===== config.mk =====
export PLATFORM = sky130hd
export DESIGN_NAME = up_dn_cmd_conditioner_flat
export DESIGN_NICKNAME = d
export VERILOG_FILES = /design/src/rtl/up_dn_cmd_conditioner_pkg.sv /design/src/rtl/up_dn_cmd_conditioner_if.sv /design/src/rtl/up_dn_cmd_conditioner_btn_debounce.sv /design/src/rtl/up_dn_cmd_conditioner.sv /design/src/flat_wrapper.sv
export SDC_FILE = /design/constraint.sdc
export NUM_CORES = 1
export LEC_CHECK = 0
export ABC_AREA = 1
export BUFFER_PORTS_ARGS = -buffer_cell sky130_fd_sc_hd__buf_2
export CAP_MARGIN = 20
export CORE_MARGIN = 2
export CORE_UTILIZATION = 50
export DETAILED_ROUTE_END_ITERATION = 12
export PLACE_DENSITY = 0.72
export SYNTH_ARGS = -nofsm -noshare
export SYNTH_HDL_FRONTEND = slang
export SYNTH_SLANG_ARGS = --single-unit

===== constraint.sdc =====
create_clock -name CLK -period 1.3 [get_ports CLK]
set_input_delay 0.13 -clock CLK [delete_from_list [all_inputs] [get_ports CLK]]
set_output_delay 0.13 -clock CLK [all_outputs]
set_load 0.02 [all_outputs]

===== src/rtl/up_dn_cmd_conditioner_pkg.sv =====
// up_dn_pkg: constants shared between the command conditioner and the
// up/down counter it drives.
//   UP_DN_CNT_W : default counter / load-value width
//   cmd_e       : command codes in ascending priority (NONE < UP < DOWN < LOAD)
package up_dn_pkg;

  localparam int unsigned UP_DN_CNT_W = 5;

  typedef enum logic [1:0] {
    CMD_NONE = 2'd0,
    CMD_UP   = 2'd1,
    CMD_DOWN = 2'd2,
    CMD_LOAD = 2'd3
  } cmd_e;

endpackage


===== src/rtl/up_dn_cmd_conditioner_if.sv =====
// up_dn_cmd_conditioner_if: raw button/switch inputs and conditioned
// command outputs of the up/down counter front end.
//   Btn_Up/Btn_Down/Btn_Load : raw async buttons, active-high
//   Sw_In                    : raw async load-value switches
//   Up/Down/Load             : one-cycle command pulses
//   IN                       : registered load value
// modport master : the button/switch source (drives raw inputs)
// modport slave  : the conditioner (drives commands)
interface up_dn_cmd_conditioner_if #(
  parameter int unsigned CNT_W = up_dn_pkg::UP_DN_CNT_W
);
  logic             Btn_Up;
  logic             Btn_Down;
  logic             Btn_Load;
  logic [CNT_W-1:0] Sw_In;
  logic             Up;
  logic             Down;
  logic             Load;
  logic [CNT_W-1:0] IN;

  modport master (
    output Btn_Up, Btn_Down, Btn_Load, Sw_In,
    input  Up, Down, Load, IN
  );

  modport slave (
    input  Btn_Up, Btn_Down, Btn_Load, Sw_In,
    output Up, Down, Load, IN
  );
endinterface


===== src/rtl/up_dn_cmd_conditioner_btn_debounce.sv =====
// btn_debounce: synchroniser, debouncer and rising-edge detector for one
// async button.
//   clk_i, rst_i : clock, async active-high reset
//   btn_i        : raw async button
//   stable_o     : debounced level
//   rise_o       : one-cycle pulse, registered together with a 0->1 stable change
module btn_debounce #(
  parameter int unsigned SYNC_STAGES     = 2,
  parameter int unsigned DEBOUNCE_CYCLES = 16
) (
  input  logic clk_i,
  input  logic rst_i,
  input  logic btn_i,
  output logic stable_o,
  output logic rise_o
);
  localparam int unsigned     CW       = $clog2(DEBOUNCE_CYCLES + 1);
  localparam logic [CW-1:0]   CNT_LAST = CW'(DEBOUNCE_CYCLES - 1);

  logic [SYNC_STAGES-1:0] sync_q;
  logic                   synced;
  logic [CW-1:0]          cnt_q, cnt_d;
  logic                   stable_q, stable_d;
  logic                   rise_q, rise_d;

  assign synced = sync_q[SYNC_STAGES-1];

  // The edge on which the count would reach DEBOUNCE_CYCLES is the accepting
  // edge, so stable and the rise flag update together there.
  always_comb begin
    stable_d = stable_q;
    cnt_d    = '0;
    rise_d   = 1'b0;
    if (synced != stable_q) begin
      if (cnt_q == CNT_LAST) begin
        stable_d = synced;
        rise_d   = synced;
      end else begin
        cnt_d = cnt_q + 1'b1;
      end
    end
  end

  always_ff @(posedge clk_i or posedge rst_i) begin
    if (rst_i) begin
      sync_q   <= '0;
      cnt_q    <= '0;
      stable_q <= 1'b0;
      rise_q   <= 1'b0;
    end else begin
      sync_q   <= {sync_q[SYNC_STAGES-2:0], btn_i};
      cnt_q    <= cnt_d;
      stable_q <= stable_d;
      rise_q   <= rise_d;
    end
  end

  assign stable_o = stable_q;
  assign rise_o   = rise_q;
endmodule


===== src/rtl/up_dn_cmd_conditioner.sv =====
// up_dn_cmd_conditioner: turns raw buttons/switches into single-cycle
// Up/Down/Load commands for the up/down counter.
//   CLK : clock
//   RST : async active-high reset
//   cmd : up_dn_cmd_conditioner_if.slave (raw inputs in, commands out)
// Priority Load > Down > Up; losing requests are dropped. IN is loaded from
// the synchronised switches on the edge that raises Load.
// Optional macro UP_DN_CMD_AUTO_REPEAT_EN: held Up/Down re-pulses every
// REPEAT_CYCLES cycles after a won initial pulse.
module up_dn_cmd_conditioner
  import up_dn_pkg::*;
#(
  parameter int unsigned CNT_W           = UP_DN_CNT_W,
  parameter int unsigned SYNC_STAGES     = 2,
  parameter int unsigned DEBOUNCE_CYCLES = 16,
  parameter int unsigned REPEAT_CYCLES   = 8
) (
  input logic                   CLK,
  input logic                   RST,
  up_dn_cmd_conditioner_if.slave cmd
);
  if (SYNC_STAGES < 2 || DEBOUNCE_CYCLES < 2 || REPEAT_CYCLES < 2) begin : g_param_check
    $error("up_dn_cmd_conditioner: SYNC_STAGES, DEBOUNCE_CYCLES, REPEAT_CYCLES must be >= 2");
  end

  logic rise_up, rise_dn, rise_ld;
  logic stable_up, stable_dn, stable_ld;
  logic req_up, req_dn, req_ld;
  cmd_e cmd_sel;

  logic             up_q, dn_q, ld_q;
  logic [CNT_W-1:0] in_q, in_d;
  logic [CNT_W-1:0] sw_sync_q [SYNC_STAGES];

  btn_debounce #(.SYNC_STAGES(SYNC_STAGES), .DEBOUNCE_CYCLES(DEBOUNCE_CYCLES)) u_db_up (
    .clk_i(CLK), .rst_i(RST), .btn_i(cmd.Btn_Up), .stable_o(stable_up), .rise_o(rise_up)
  );
  btn_debounce #(.SYNC_STAGES(SYNC_STAGES), .DEBOUNCE_CYCLES(DEBOUNCE_CYCLES)) u_db_dn (
    .clk_i(CLK), .rst_i(RST), .btn_i(cmd.Btn_Down), .stable_o(stable_dn), .rise_o(rise_dn)
  );
  btn_debounce #(.SYNC_STAGES(SYNC_STAGES), .DEBOUNCE_CYCLES(DEBOUNCE_CYCLES)) u_db_ld (
    .clk_i(CLK), .rst_i(RST), .btn_i(cmd.Btn_Load), .stable_o(stable_ld), .rise_o(rise_ld)
  );

  assign req_ld = rise_ld;

`ifdef UP_DN_CMD_AUTO_REPEAT_EN
  localparam int unsigned   RW       = $clog2(REPEAT_CYCLES + 1);
  localparam logic [RW-1:0] RPT_LAST = RW'(REPEAT_CYCLES - 1);

  logic          up_act_q, dn_act_q;
  logic [RW-1:0] up_rcnt_q, dn_rcnt_q;
  logic          unused_stable;

  assign unused_stable = stable_ld;

  // A channel arms only once it has actually been pulsed; the stable term
  // suppresses a repeat landing in the cycle the release is accepted.
  assign req_up = rise_up | (stable_up & up_act_q & (up_rcnt_q == RPT_LAST));
  assign req_dn = rise_dn | (stable_dn & dn_act_q & (dn_rcnt_q == RPT_LAST));

  always_ff @(posedge CLK or posedge RST) begin
    if (RST) begin
      up_act_q  <= 1'b0;
      up_rcnt_q <= '0;
      dn_act_q  <= 1'b0;
      dn_rcnt_q <= '0;
    end else begin
      if (!stable_up) begin
        up_act_q  <= 1'b0;
        up_rcnt_q <= '0;
      end else if (cmd_sel == CMD_UP) begin
        up_act_q  <= 1'b1;
        up_rcnt_q <= '0;
      end else if (up_act_q) begin
        up_rcnt_q <= (up_rcnt_q == RPT_LAST) ? '0 : up_rcnt_q + 1'b1;
      end

      if (!stable_dn) begin
        dn_act_q  <= 1'b0;
        dn_rcnt_q <= '0;
      end else if (cmd_sel == CMD_DOWN) begin
        dn_act_q  <= 1'b1;
        dn_rcnt_q <= '0;
      end else if (dn_act_q) begin
        dn_rcnt_q <= (dn_rcnt_q == RPT_LAST) ? '0 : dn_rcnt_q + 1'b1;
      end
    end
  end
`else
  logic unused_stable;

  assign unused_stable = stable_up ^ stable_dn ^ stable_ld;
  assign req_up        = rise_up;
  assign req_dn        = rise_dn;
`endif

  always_comb begin
    cmd_sel = CMD_NONE;
    if (req_ld)      cmd_sel = CMD_LOAD;
    else if (req_dn) cmd_sel = CMD_DOWN;
    else if (req_up) cmd_sel = CMD_UP;
  end

  always_comb begin
    in_d = in_q;
    if (cmd_sel == CMD_LOAD) in_d = sw_sync_q[SYNC_STAGES-1];
  end

  always_ff @(posedge CLK or posedge RST) begin
    if (RST) begin
      for (int unsigned i = 0; i < SYNC_STAGES; i++) sw_sync_q[i] <= '0;
      up_q <= 1'b0;
      dn_q <= 1'b0;
      ld_q <= 1'b0;
      in_q <= '0;
    end else begin
      sw_sync_q[0] <= cmd.Sw_In;
      for (int unsigned i = 1; i < SYNC_STAGES; i++) sw_sync_q[i] <= sw_sync_q[i-1];
      up_q <= (cmd_sel == CMD_UP);
      dn_q <= (cmd_sel == CMD_DOWN);
      ld_q <= (cmd_sel == CMD_LOAD);
      in_q <= in_d;
    end
  end

  assign cmd.Up   = up_q;
  assign cmd.Down = dn_q;
  assign cmd.Load = ld_q;
  assign cmd.IN   = in_q;
endmodule


===== src/flat_wrapper.sv =====
// flat-port wrapper written by rule: the top's interface ports become plain ports
module up_dn_cmd_conditioner_flat import up_dn_pkg::*;
#(
  parameter int unsigned CNT_W           = UP_DN_CNT_W,
  parameter int unsigned SYNC_STAGES     = 2,
  parameter int unsigned DEBOUNCE_CYCLES = 16,
  parameter int unsigned REPEAT_CYCLES   = 8
)
  (CLK, RST, cmd_Btn_Up, cmd_Btn_Down, cmd_Btn_Load, cmd_Sw_In, cmd_Up, cmd_Down, cmd_Load, cmd_IN);
  up_dn_cmd_conditioner_if #(.CNT_W(CNT_W)) cmd_i ();
  input logic CLK;
  input logic RST;
  input wire logic [$bits(cmd_i.Btn_Up)-1:0] cmd_Btn_Up;
  input wire logic [$bits(cmd_i.Btn_Down)-1:0] cmd_Btn_Down;
  input wire logic [$bits(cmd_i.Btn_Load)-1:0] cmd_Btn_Load;
  input wire logic [$bits(cmd_i.Sw_In)-1:0] cmd_Sw_In;
  output wire logic [$bits(cmd_i.Up)-1:0] cmd_Up;
  output wire logic [$bits(cmd_i.Down)-1:0] cmd_Down;
  output wire logic [$bits(cmd_i.Load)-1:0] cmd_Load;
  output wire logic [$bits(cmd_i.IN)-1:0] cmd_IN;
  assign cmd_i.Btn_Up = cmd_Btn_Up;
  assign cmd_i.Btn_Down = cmd_Btn_Down;
  assign cmd_i.Btn_Load = cmd_Btn_Load;
  assign cmd_i.Sw_In = cmd_Sw_In;
  assign cmd_Up = cmd_i.Up;
  assign cmd_Down = cmd_i.Down;
  assign cmd_Load = cmd_i.Load;
  assign cmd_IN = cmd_i.IN;
  up_dn_cmd_conditioner #(.CNT_W(CNT_W), .SYNC_STAGES(SYNC_STAGES), .DEBOUNCE_CYCLES(DEBOUNCE_CYCLES), .REPEAT_CYCLES(REPEAT_CYCLES)) u_core (.CLK(CLK), .RST(RST), .cmd(cmd_i));
endmodule

==> metrics.cfg, run 1 <==
[finish]
fin_nets = 191
seq_area_um2 = 1130
antenna_cells = 0
syn_to_final_growth_pct = 18.1
fin_util_pct = 62.4
multi_input_comb_area_um2 = 409
fill_cells = 251
layout-drive-gt1-share_pct = 17.9
instances_no_fill = 223

[power]
total_power_w = 0.00224
cellLeakagePower_nw = 0.997
vdd_drop_max_uv = 730
cellPowerDensity_nw_per_um2 = 1170

[sta]
slew_headroom_pct = 75.1
worst_pin_slew_ns = 0.373
fmax_mhz = 929
min_period_over_period_pct = 82.8
worst_slack_ns = 0.223
setup_viol = 0
totalNegativeSetupSlack_ns = 0
drv_slew = 0
clock_skew_ns = 0.0131
min_period_ns = 1.08
grt_setup_unrepaired = no
hold_viol = 0

[clock_tree]
cts_root_buf = clkbuf_4
cts_tree = yes
clk_path_buf_depth = 2
post_cts_resized = 0
hold_buffers = 9
cts_buffers = 5
h-tree-depth = 2
clkLatencyLatePin_ns = 0.35
post-cts-setup-buffer-count = 0
cts_sinks = 45
cts.clk_slew.worst_paths_ns = 0.13

[synthesis]
yosys_warnings = 0
ys_ff_latch = 45
synth_nets = 157
synthCells = 144
avgSynthCellArea_um2 = 11.3
synth_top_cell_area_share_pct = 69.3
ys_seq_area_share_pct = 69.3
ys_types = 11
synth_largest_area_cell = dfrtp_1
synth.area.top_cells = dfrtp_1, nand2_1, nor2_1, inv_1, mux2_4
synth_area_um2 = 1630

[hold_path]
hp-class = in2async

[place]
placed_cells = 206
numPortBuffers = 17
dpl.hpwl_um = 1690
gp_congestion = 0.756
pre_cts_ws_ns = 0.241

[setup_path]
critPathCaptureType = flip-flop
startpoint_type = flip-flop
crit_fanout = 4
worstPathRequired_ns = 1.55
reg2reg_from = u_core.u_db_ld.cnt_q[0]
crit_type = reg2reg
r2r_end = u_core.u_db_ld.cnt_q[0]
r2r_slack_ns = 0.22
crit_arrival_ns = 1.33
ff2ff_path_depth = 4

[global_routing]
grt_pass1_wl_um = 4060
grt_pass1_vias = 1001
grt_usage_pct = 15.6
grt_max_degree = 21
antenna_found_initial = 0
grt-ovfl-total = 0

[die]
initial_core_util_pct = 52.8
die_w_um = 61.0
core_um2 = 3080
die_area_um2 = 3720
die_h_um = 61.0
io_pins = 18
row_count = 20

[route]
post-route-drc-count = 0
wl_um = 2340
ant_nets = 0
wl_per_cell_um = 10.5
num_vias = 1036
drtPass1Iterations = 4
drt_iter0_markers = 39
vias_per_cell = 4.65

[run_status]
run_status = finished, final reports clean

[run]
maxCapViolCount = 0

## registers in the layout, indices dropped and copies added (netlist names)
signal and count:
u_core.cmd.Down 1, u_core.cmd.IN 5, u_core.cmd.Load 1, u_core.cmd.Up 1
u_core.sw_sync_q 10, u_core.u_db_dn.cnt_q 5, u_core.u_db_dn.rise_o 1, u_core.u_db_dn.stable_o 1
u_core.u_db_dn.sync_q 2, u_core.u_db_ld.cnt_q 5, u_core.u_db_ld.rise_o 1, u_core.u_db_ld.stable_o 1
u_core.u_db_ld.sync_q 2, u_core.u_db_up.cnt_q 5, u_core.u_db_up.rise_o 1, u_core.u_db_up.stable_o 1
u_core.u_db_up.sync_q 2
## cells in the final DEF, fill, tap and decap left out, drive strengths merged
master       netlist  layout
buf                1      20
clkbuf             1       6
clkinvlp           0       2
dfrtp             45      45
dlygate4sd3        0       9
ha                 3       3
inv               20      20
mux2               5       5
nand2             31      31
nand3              6       6
nand4              6       6
nor2              23      23
xnor2              3       3
## metrics by stage
stage / area [um^2] / hold WS [ns]
6_report: 1920 / 0.338
5_1_grt: 1920 / 0.359
4_1_cts: 1920 / 0.332
3_5_place_dp: 1770 / 0.180
3_3_place_gp: 1770 / 0.177
2_1_floorplan: 1630 / 0.161
## power by group
part | total (W) | internal (W) | switching (W) | leakage, nW
clock | 0.000629 | 0.000211 | 0.000418 | 0.0245
sequential | 0.00148 | 0.00145 | 0.0000336 | 0.584
combinational | 0.000127 | 0.0000602 | 0.0000669 | 0.388
total | 0.00224 | 0.00172 | 0.000518 | 0.997
## cells by family after synthesis
| group | synth area share [%] |
|---|---|
| simple gates | 16.6 |
| flops | 69.3 |
| buf+inv | 5.54 |
| mux | 4.62 |
| xor+xnor | 1.62 |
| fa+ha+maj | 2.31 |
## worst max-delay path, cell delays in order (launching register included)
cell     delay, ns
dfrtp_1       0.42
ha_1          0.23
nand4_1       0.16
nand2_1       0.12
nor2_1        0.04
## Yosys cell counts
cell type and n:
dfrtp_1 45, nand2_1 31, nor2_1 23, inv_1 20, nand3_1 6, nand4_1 6, mux2_4 5, ha_1 3
xnor2_1 3, buf_6 1, clkbuf_1 1
## how the worst max path moves through the flow
stage,start,to,slack (ns),cells past startpoint
detailed placement,u_core.u_db_ld.cnt_q[0],u_core.u_db_ld.cnt_q[3],0.24,4
CTS,u_core.u_db_ld.cnt_q[0],u_core.u_db_ld.cnt_q[0],0.23,4
finish,u_core.u_db_ld.cnt_q[0],u_core.u_db_ld.cnt_q[0],0.22,4
floorplan,RST,u_core.cmd.Down,0.11,1
global route,u_core.u_db_ld.cnt_q[0],u_core.u_db_ld.cnt_q[0],0.11,4
global placement,u_core.u_db_ld.cnt_q[0],u_core.u_db_ld.cnt_q[0],0.29,4
## area by class of cell
cell class	instances	area share, %
clock buffer	6	2.15
timing repair buffer	29	10.3
clock inverter	2	0.782
sequential	45	58.7
tap	44	2.87
inverter	20	3.91
multi-input combinational	77	21.3
## per-layer routing
metal | wire length [um] | global-route usage, % | share of wire (%) | vias to the layer above
li1 | - | - | - | 509
met1 | 1030 | 18.1 | 44 | 499
met2 | 1140 | 24.7 | 49 | 24
met3 | 140 | 7.14 | 6.0 | 4
met4 | 31 | 7.45 | 1.3 | 0
met5 | 0 | 0 | 0 | -
Power figures use the tool's default switching activity.
==> run 2, diff against run 1 <==
Clock period 1.3 ns to 0.9 ns, I/O delays scaled along.
==> metrics.cfg, run 2 (synthesized netlist as in run 1, its figures left out) <==
[run_status]
run_status = finished with violations
violations = setup timing

[clock_tree]
cts_sinks = 45  ; unchanged
h-tree-depth = 2  ; unchanged
clk_path_buf_depth = 2  ; unchanged
cts_root_buf = clkbuf_4
cts.clk_slew.worst_paths_ns = 0.12  ; about the same
clkLatencyLatePin_ns = 0.35  ; about the same
cts_tree = yes
cts_buffers = 5  ; unchanged

[sta]
totalNegativeSetupSlack_ns = -1.71  ; -1.71 ns
setup_viol = 27  ; +27
grt_setup_unrepaired = yes
min_period_over_period_pct = 114  ; +31 points
worst_slack_ns = -0.123  ; -0.346 ns
clock_skew_ns = 0.0101  ; -0.00294 ns
fmax_mhz = 977  ; +5.2%
slew_headroom_pct = 84.4  ; +9.3 points
hold_viol = 0  ; unchanged
worst_pin_slew_ns = 0.233  ; -0.139 ns
min_period_ns = 1.02  ; -0.0536 ns
drv_slew = 0  ; unchanged

[power]
vdd_drop_max_uv = 972  ; +33%
cellPowerDensity_nw_per_um2 = 1540  ; +32%
cellLeakagePower_nw = 1.06  ; +6.1%
total_power_w = 0.00330  ; +48%
pwr-share-comb_pct = 8.2  ; +2.5 points
seqPwrFrac_pct = 65.0  ; -1.2 points
clkPwrFrac_pct = 26.8  ; -1.3 points
switchingPower_w = 0.000758  ; +46%
swShare_pct = 23.0  ; -0.22 points
p_int_w = 0.00254  ; +48%

[route]
wl_um = 2760  ; +18%
post-route-drc-count = 0  ; unchanged
drtPass1Iterations = 4  ; unchanged
vias_per_cell = 4.62  ; -0.47%
ant_nets = 0  ; unchanged
drt_iter0_markers = 31  ; -21%
wl_per_cell_um = 11.8  ; +12%
num_vias = 1082  ; +4.4%

[finish]
layout_common_cells = dfrtp_1, nand2_1, nor2_1
mostFrequentLayoutCell = dfrtp_1
fin_nets = 202  ; +5.8%
largest-register = u_core.sw_sync_q
antenna_cells = 0  ; unchanged
fin_util_pct = 69.6  ; +7.2 points
layout-drive-gt1-share_pct = 32.1  ; +14 points
largest_reg_flops = 10  ; unchanged
syn_to_final_growth_pct = 31.7

[setup_path]
r2r_end = u_core.u_db_ld.cnt_q[3]
crit_family = flip-flops
ff2ff_path_depth = 4  ; unchanged
worstPathRequired_ns = 1.15  ; -0.40 ns
cp_num_buf_inv = 0  ; unchanged
slowest_delay_ns = 0.41  ; about the same
critPathCaptureType = flip-flop
crit_fanout = 3  ; -1
critPathSlowestCell = dfrtp_1
reg2reg_from = u_core.u_db_ld.cnt_q[0]
crit_arrival_ns = 1.27  ; -0.06 ns
r2r_slack_ns = -0.12  ; -0.35 ns
crit_type = reg2reg
startpoint_type = flip-flop
worstPathCellList = ha_4 -> nand4_1 -> nand2_2 -> nor2_2

[global_routing]
grt_usage_pct = 17.4  ; +1.8 points
grt_pass1_wl_um = 4530  ; +12%
grt_pass1_vias = 1112  ; +11%
grt_max_degree = 46  ; +120%
grt-ovfl-total = 0  ; unchanged
antenna_found_initial = 0  ; unchanged

[hold_path]
hp-class = in2async

[die]
initial_core_util_pct = 52.8  ; unchanged
io_pins = 18  ; unchanged
die_w_um = 61.0  ; unchanged
core_um2 = 3080  ; unchanged
row_count = 20  ; unchanged
die_h_um = 61.0  ; unchanged
die_area_um2 = 3720  ; unchanged

[place]
gp_congestion = 0.772  ; +2.1%
numPortBuffers = 17  ; unchanged
dpl.hpwl_um = 1680  ; -0.93%

[run]
maxCapViolCount = 0  ; unchanged

run 2: cell count changes in the layout (fill, tap and decap cells not counted), sizes merged:
cell,previous run,this run
clkinvlp,2,1
clkbuf,6,8
inv,20,19
buf,20,31
run 2: layer usage:
| metal | track usage [%] | up-vias | wire length (um) |
|---|---|---|---|
| li1 | - | 533 | - |
| met1 | 18.3 | 524 | 1140 |
| met2 | 30.7 | 17 | 1470 |
| met3 | 4.20 | 8 | 74 |
| met4 | 11.5 | 0 | 65 |
| met5 | 0 | - | 0 |
run 2: power by group through the flow:
| stage | combinational [W] | clock (W) | sequential, W |
|---|---|---|---|
| finish | 0.000270 | 0.000886 | 0.00215 |
| global route | 0.000302 | 0.00100 | 0.00216 |
| CTS | 0.000251 | 0.000899 | 0.00214 |
| detailed placement | 0.000185 | 0 | 0.00218 |
| global placement | 0.000173 | 0 | 0.00217 |
| floorplan | 0.000106 | 0 | 0.00217 |
run 2: how the worst max path moves through the flow:
stage	from	end	cells after the start
final	u_core.u_db_ld.cnt_q[0]	u_core.u_db_ld.cnt_q[3]	4
after global routing	u_core.u_db_ld.cnt_q[0]	u_core.u_db_ld.cnt_q[3]	4
after CTS	u_core.u_db_ld.cnt_q[1]	u_core.u_db_ld.cnt_q[3]	4
after detailed placement	u_core.u_db_ld.cnt_q[0]	u_core.u_db_ld.cnt_q[0]	4
after global placement	u_core.u_db_ld.rise_o	u_core.cmd.IN[3]	1
after floorplan	u_core.u_db_dn.cnt_q[0]	u_core.u_db_dn.cnt_q[0]	4
run 2: cell type report:
cell class                 count  area [um^2]
timing repair buffer          40          347
multi-input combinational     77          484
clock buffer                   8         48.8
sequential                    45         1130
fill                         218          937
tap                           44         55.1
inverter                      20         78.8
run 2: what timing repair did:
action	4_1_cts	5_1_grt
pin swaps	10	8
endpoints found under the setup margin	34	34
buffers inserted	8	1
hold endpoints to repair	53	0
hold buffers	9	0
resized for setup	22	14
gates cloned	0	0
run 2: worst register-to-register path, cell delays in order (launching register included):
cell     delay [ns]
dfrtp_1        0.41
ha_4           0.16
nand4_1        0.16
nand2_2        0.15
nor2_2         0.04
run 2: per-stage QoR:
step                std cells  cell area [um^2]  setup slack (ns)  hold slack (ns)
finish                    234              2140            -0.123            0.345
global route              234              2140            -0.183            0.361
CTS                       233              2100           -0.0961            0.335
detailed placement        208              1810            -0.143            0.162
global placement          208              1810           -0.0799            0.155
floorplan                 144              1640           -0.0261            0.101
==> run 3, diff against run 2 <==
Settings changed: GPL_TIMING_DRIVEN set to 0, SYNTH_HIERARCHICAL set to 1.
==> metrics.cfg, run 3 <==
[run_status]
run_status = finished with violations
violations = setup timing

[synthesis]
ys_ff_latch = 45  ; unchanged
avgSynthCellArea_um2 = 10.3  ; -9.1%
synth_largest_area_cell = dfrtp_1
synthAdderAreaFrac_pct = 2.31  ; +0.0053 points
synth_edf_count = 0  ; unchanged
synthMuxAreaShare_pct = 0  ; -4.6 points
synth_nets = 171  ; +8.9%
ys_seq_area_share_pct = 69.4  ; +0.16 points
synth_compound_area_share_pct = 0  ; unchanged
synth_top_cell_area_share_pct = 69.4  ; +0.16 points
synth_xor_area_share_pct = 1.62  ; +0.0037 points
synth_flop_cell = dfrtp_1
synthArstFlopShare_pct = 100  ; unchanged
ys_types = 11  ; unchanged
synthCells = 158  ; +9.7%
yosysMostFrequentCell = nand2_1
ys_top_cells_by_count = nand2_1, dfrtp_1, inv_1, nor2_1
synth.area.top_cells = dfrtp_1, nand2_1, inv_1, nor2_1, ha_1
yosys_warnings = 6  ; +6
synth_top_family_by_area = simple AND/OR/NAND/NOR gates
synth_area_um2 = 1620  ; -0.23%
synth_simple_gate_area_share_pct = 20.1  ; +3.5 points

[route]
vias_per_cell = 4.62  ; about the same
wl_um = 2810  ; +2.1%
post-route-drc-count = 0  ; unchanged
num_vias = 1151  ; +6.4%
drtPass1Iterations = 6  ; +2
drt_iter0_markers = 37  ; +19%
ant_nets = 0  ; unchanged
wl_per_cell_um = 11.3  ; -4.1%

[sta]
worst_pin_slew_ns = 0.366  ; +0.133 ns
setup_viol = 29  ; +7.4%
fmax_mhz = 950  ; -2.8%
drv_slew = 0  ; unchanged
worst_slack_ns = -0.153  ; -0.0294 ns
clock_skew_ns = 0.00853  ; -0.00158 ns
slew_headroom_pct = 75.5  ; -8.9 points
min_period_over_period_pct = 117  ; +3.3 points
min_period_ns = 1.05  ; +0.0294 ns
hold_viol = 0  ; unchanged
grt_setup_unrepaired = yes

[place]
gp_congestion = 0.760  ; -1.5%
placed_cell_area_um2 = 1770  ; -2.3%
numPortBuffers = 17  ; unchanged
pre_cts_ws_ns = -0.178  ; -0.0348 ns
dpl.hpwl_um = 1730  ; +3.3%

[finish]
antenna_cells = 0  ; unchanged
seq_area_um2 = 1130  ; unchanged
largest-register = u_core/sw_sync_q
stdcell_area_um2 = 2180  ; +2.0%
fill_cells = 224  ; +2.8%
fin_nets = 218  ; +7.9%
layout_common_cells = dfrtp_1, nand2_1, inv_1
multi_input_comb_area_um2 = 485  ; +0.26%
fin_util_pct = 70.9  ; +1.4 points
layout-drive-gt1-share_pct = 28.8  ; -3.3 points
largest_reg_flops = 10  ; unchanged
mostFrequentLayoutCell = dfrtp_1
syn_to_final_growth_pct = 34.6

[global_routing]
grt_usage_pct = 17.5  ; +0.12 points
grt_max_degree = 19  ; -59%
antenna_found_initial = 0  ; unchanged
grt_pass1_wl_um = 4580  ; +1.1%
grt-ovfl-total = 0  ; unchanged
grt_pass1_vias = 1096  ; -1.4%

[die]
initial_core_util_pct = 52.7  ; -0.12 points
die_h_um = 61.0  ; -0.11%
io_pins = 18  ; unchanged
row_count = 20  ; unchanged
die_area_um2 = 3710  ; -0.21%
core_um2 = 3080  ; unchanged
die_w_um = 61.0  ; -0.11%

[setup_path]
worstPathRequired_ns = 1.15  ; about the same
startpoint_type = flip-flop
critPathCaptureType = flip-flop
cp_num_buf_inv = 2  ; +2
crit_family = flip-flops
crit_arrival_ns = 1.30  ; +0.03 ns
worstPathCellList = buf_4 -> buf_4 -> nand3_1 -> nand2_1 -> nand2_1 -> nor2_1
crit_type = reg2reg
slowest_delay_ns = 0.44  ; +0.03 ns
crit_fanout = 3  ; unchanged
critPathSlowestCell = dfrtp_1

[run]
maxCapViolCount = 0  ; unchanged

[clock_tree]
cts_sinks = 45  ; unchanged
clkLatencyLatePin_ns = 0.35  ; about the same
cts_root_buf = clkbuf_4
clk_path_buf_depth = 2  ; unchanged
cts_buffers = 5  ; unchanged
cts.clk_slew.worst_paths_ns = 0.12  ; about the same
cts_tree = yes
h-tree-depth = 2  ; unchanged

[power]
cellLeakagePower_nw = 1.11  ; +4.7%
vdd_drop_max_uv = 1010  ; +4.2%
total_power_w = 0.00359  ; +8.8%
cellPowerDensity_nw_per_um2 = 1650  ; +6.6%

[hold_path]
hp-class = in2async

run 3: cell types whose count changed after synthesis:
cell / previous run / this run
inv_2: 0 / 1
nand2_1: 31 / 46
mux2_4: 5 / 0
inv_1: 20 / 23
run 3: per-layer routing:
metal	global-route usage (%)	wire, um	up-vias
met3	5.97	132	10
met2	30.9	1520	36
met5	0	0	-
met4	7.45	67	0
met1	19.1	1090	537
li1	-	-	568
run 3: repair_timing:
item                                    in CTS  in global routing
pin swaps                                    9                 13
hold endpoints to repair                    53                  0
hold buffers                                 9                  0
resized for setup                           23                 13
setup buffers                                7                  7
endpoints found under the setup margin      29                 47
run 3: final cells by class:
type | count | share of cell area (%)
Tap cell | 44 | 2.52
Clock inverter | 2 | 1.60
Buffer | 2 | 0.688
Clock buffer | 5 | 1.72
Multi-Input combinational cell | 87 | 22.2
Sequential cell | 45 | 51.6
Inverter | 24 | 4.30
Timing Repair Buffer | 40 | 15.3
run 3: final timing paths:
check	from	to	slack [ns]	cells past startpoint
setup / recovery	u_core/u_db_dn/cnt_q[0]	u_core/u_db_dn/cnt_q[3]	-0.15	6
hold reg to reg	u_core/u_db_ld/sync_q[0]	u_core/u_db_ld/sync_q[1]	0.35	0
hold / removal	RST	u_core/u_db_ld/stable_o	0.27	3
min in group CLK	u_core/u_db_ld/sync_q[0]	u_core/u_db_ld/sync_q[1]	0.35	0
max in group asynchronous	RST	u_core/u_db_dn/cnt_q[2]	0.34	3
setup reg to reg	u_core/u_db_dn/cnt_q[0]	u_core/u_db_dn/cnt_q[3]	-0.15	6
run 3: metrics by stage:
stage	cells	TNS, ns	hold slack, ns
3_3_place_gp	219	-1.21	0.0924
2_1_floorplan	158	-0.393	-0.0821
4_1_cts	242	-2.10	0.252
5_1_grt	249	-4.33	0.289
6_report	249	-2.80	0.266
3_5_place_dp	219	-1.94	0.105
run 3: kinds of logic after synthesis:
family | count (synthesis)
AND/OR/NAND/NOR | 81
buffers and inverters | 26
adder cells (fa/ha/maj) | 3
XOR/XNOR | 3
flip-flops | 45
run 3: report_power, final:
part / total (W) / internal, W / switching (W) / leakage [nW]
Sequential: 0.00215 / 0.00209 / 0.0000587 / 0.582
Combinational: 0.000287 / 0.000155 / 0.000131 / 0.483
Clock: 0.00116 / 0.000566 / 0.000591 / 0.0410
Total: 0.00359 / 0.00281 / 0.000781 / 1.11
run 3: worst reg2reg max path, delay by kind of cell, from the launching register on:
family | cells | cell delay, ns
simple gates | 4 | 0.24
flops | 1 | 0.44
buf+inv | 2 | 0.28
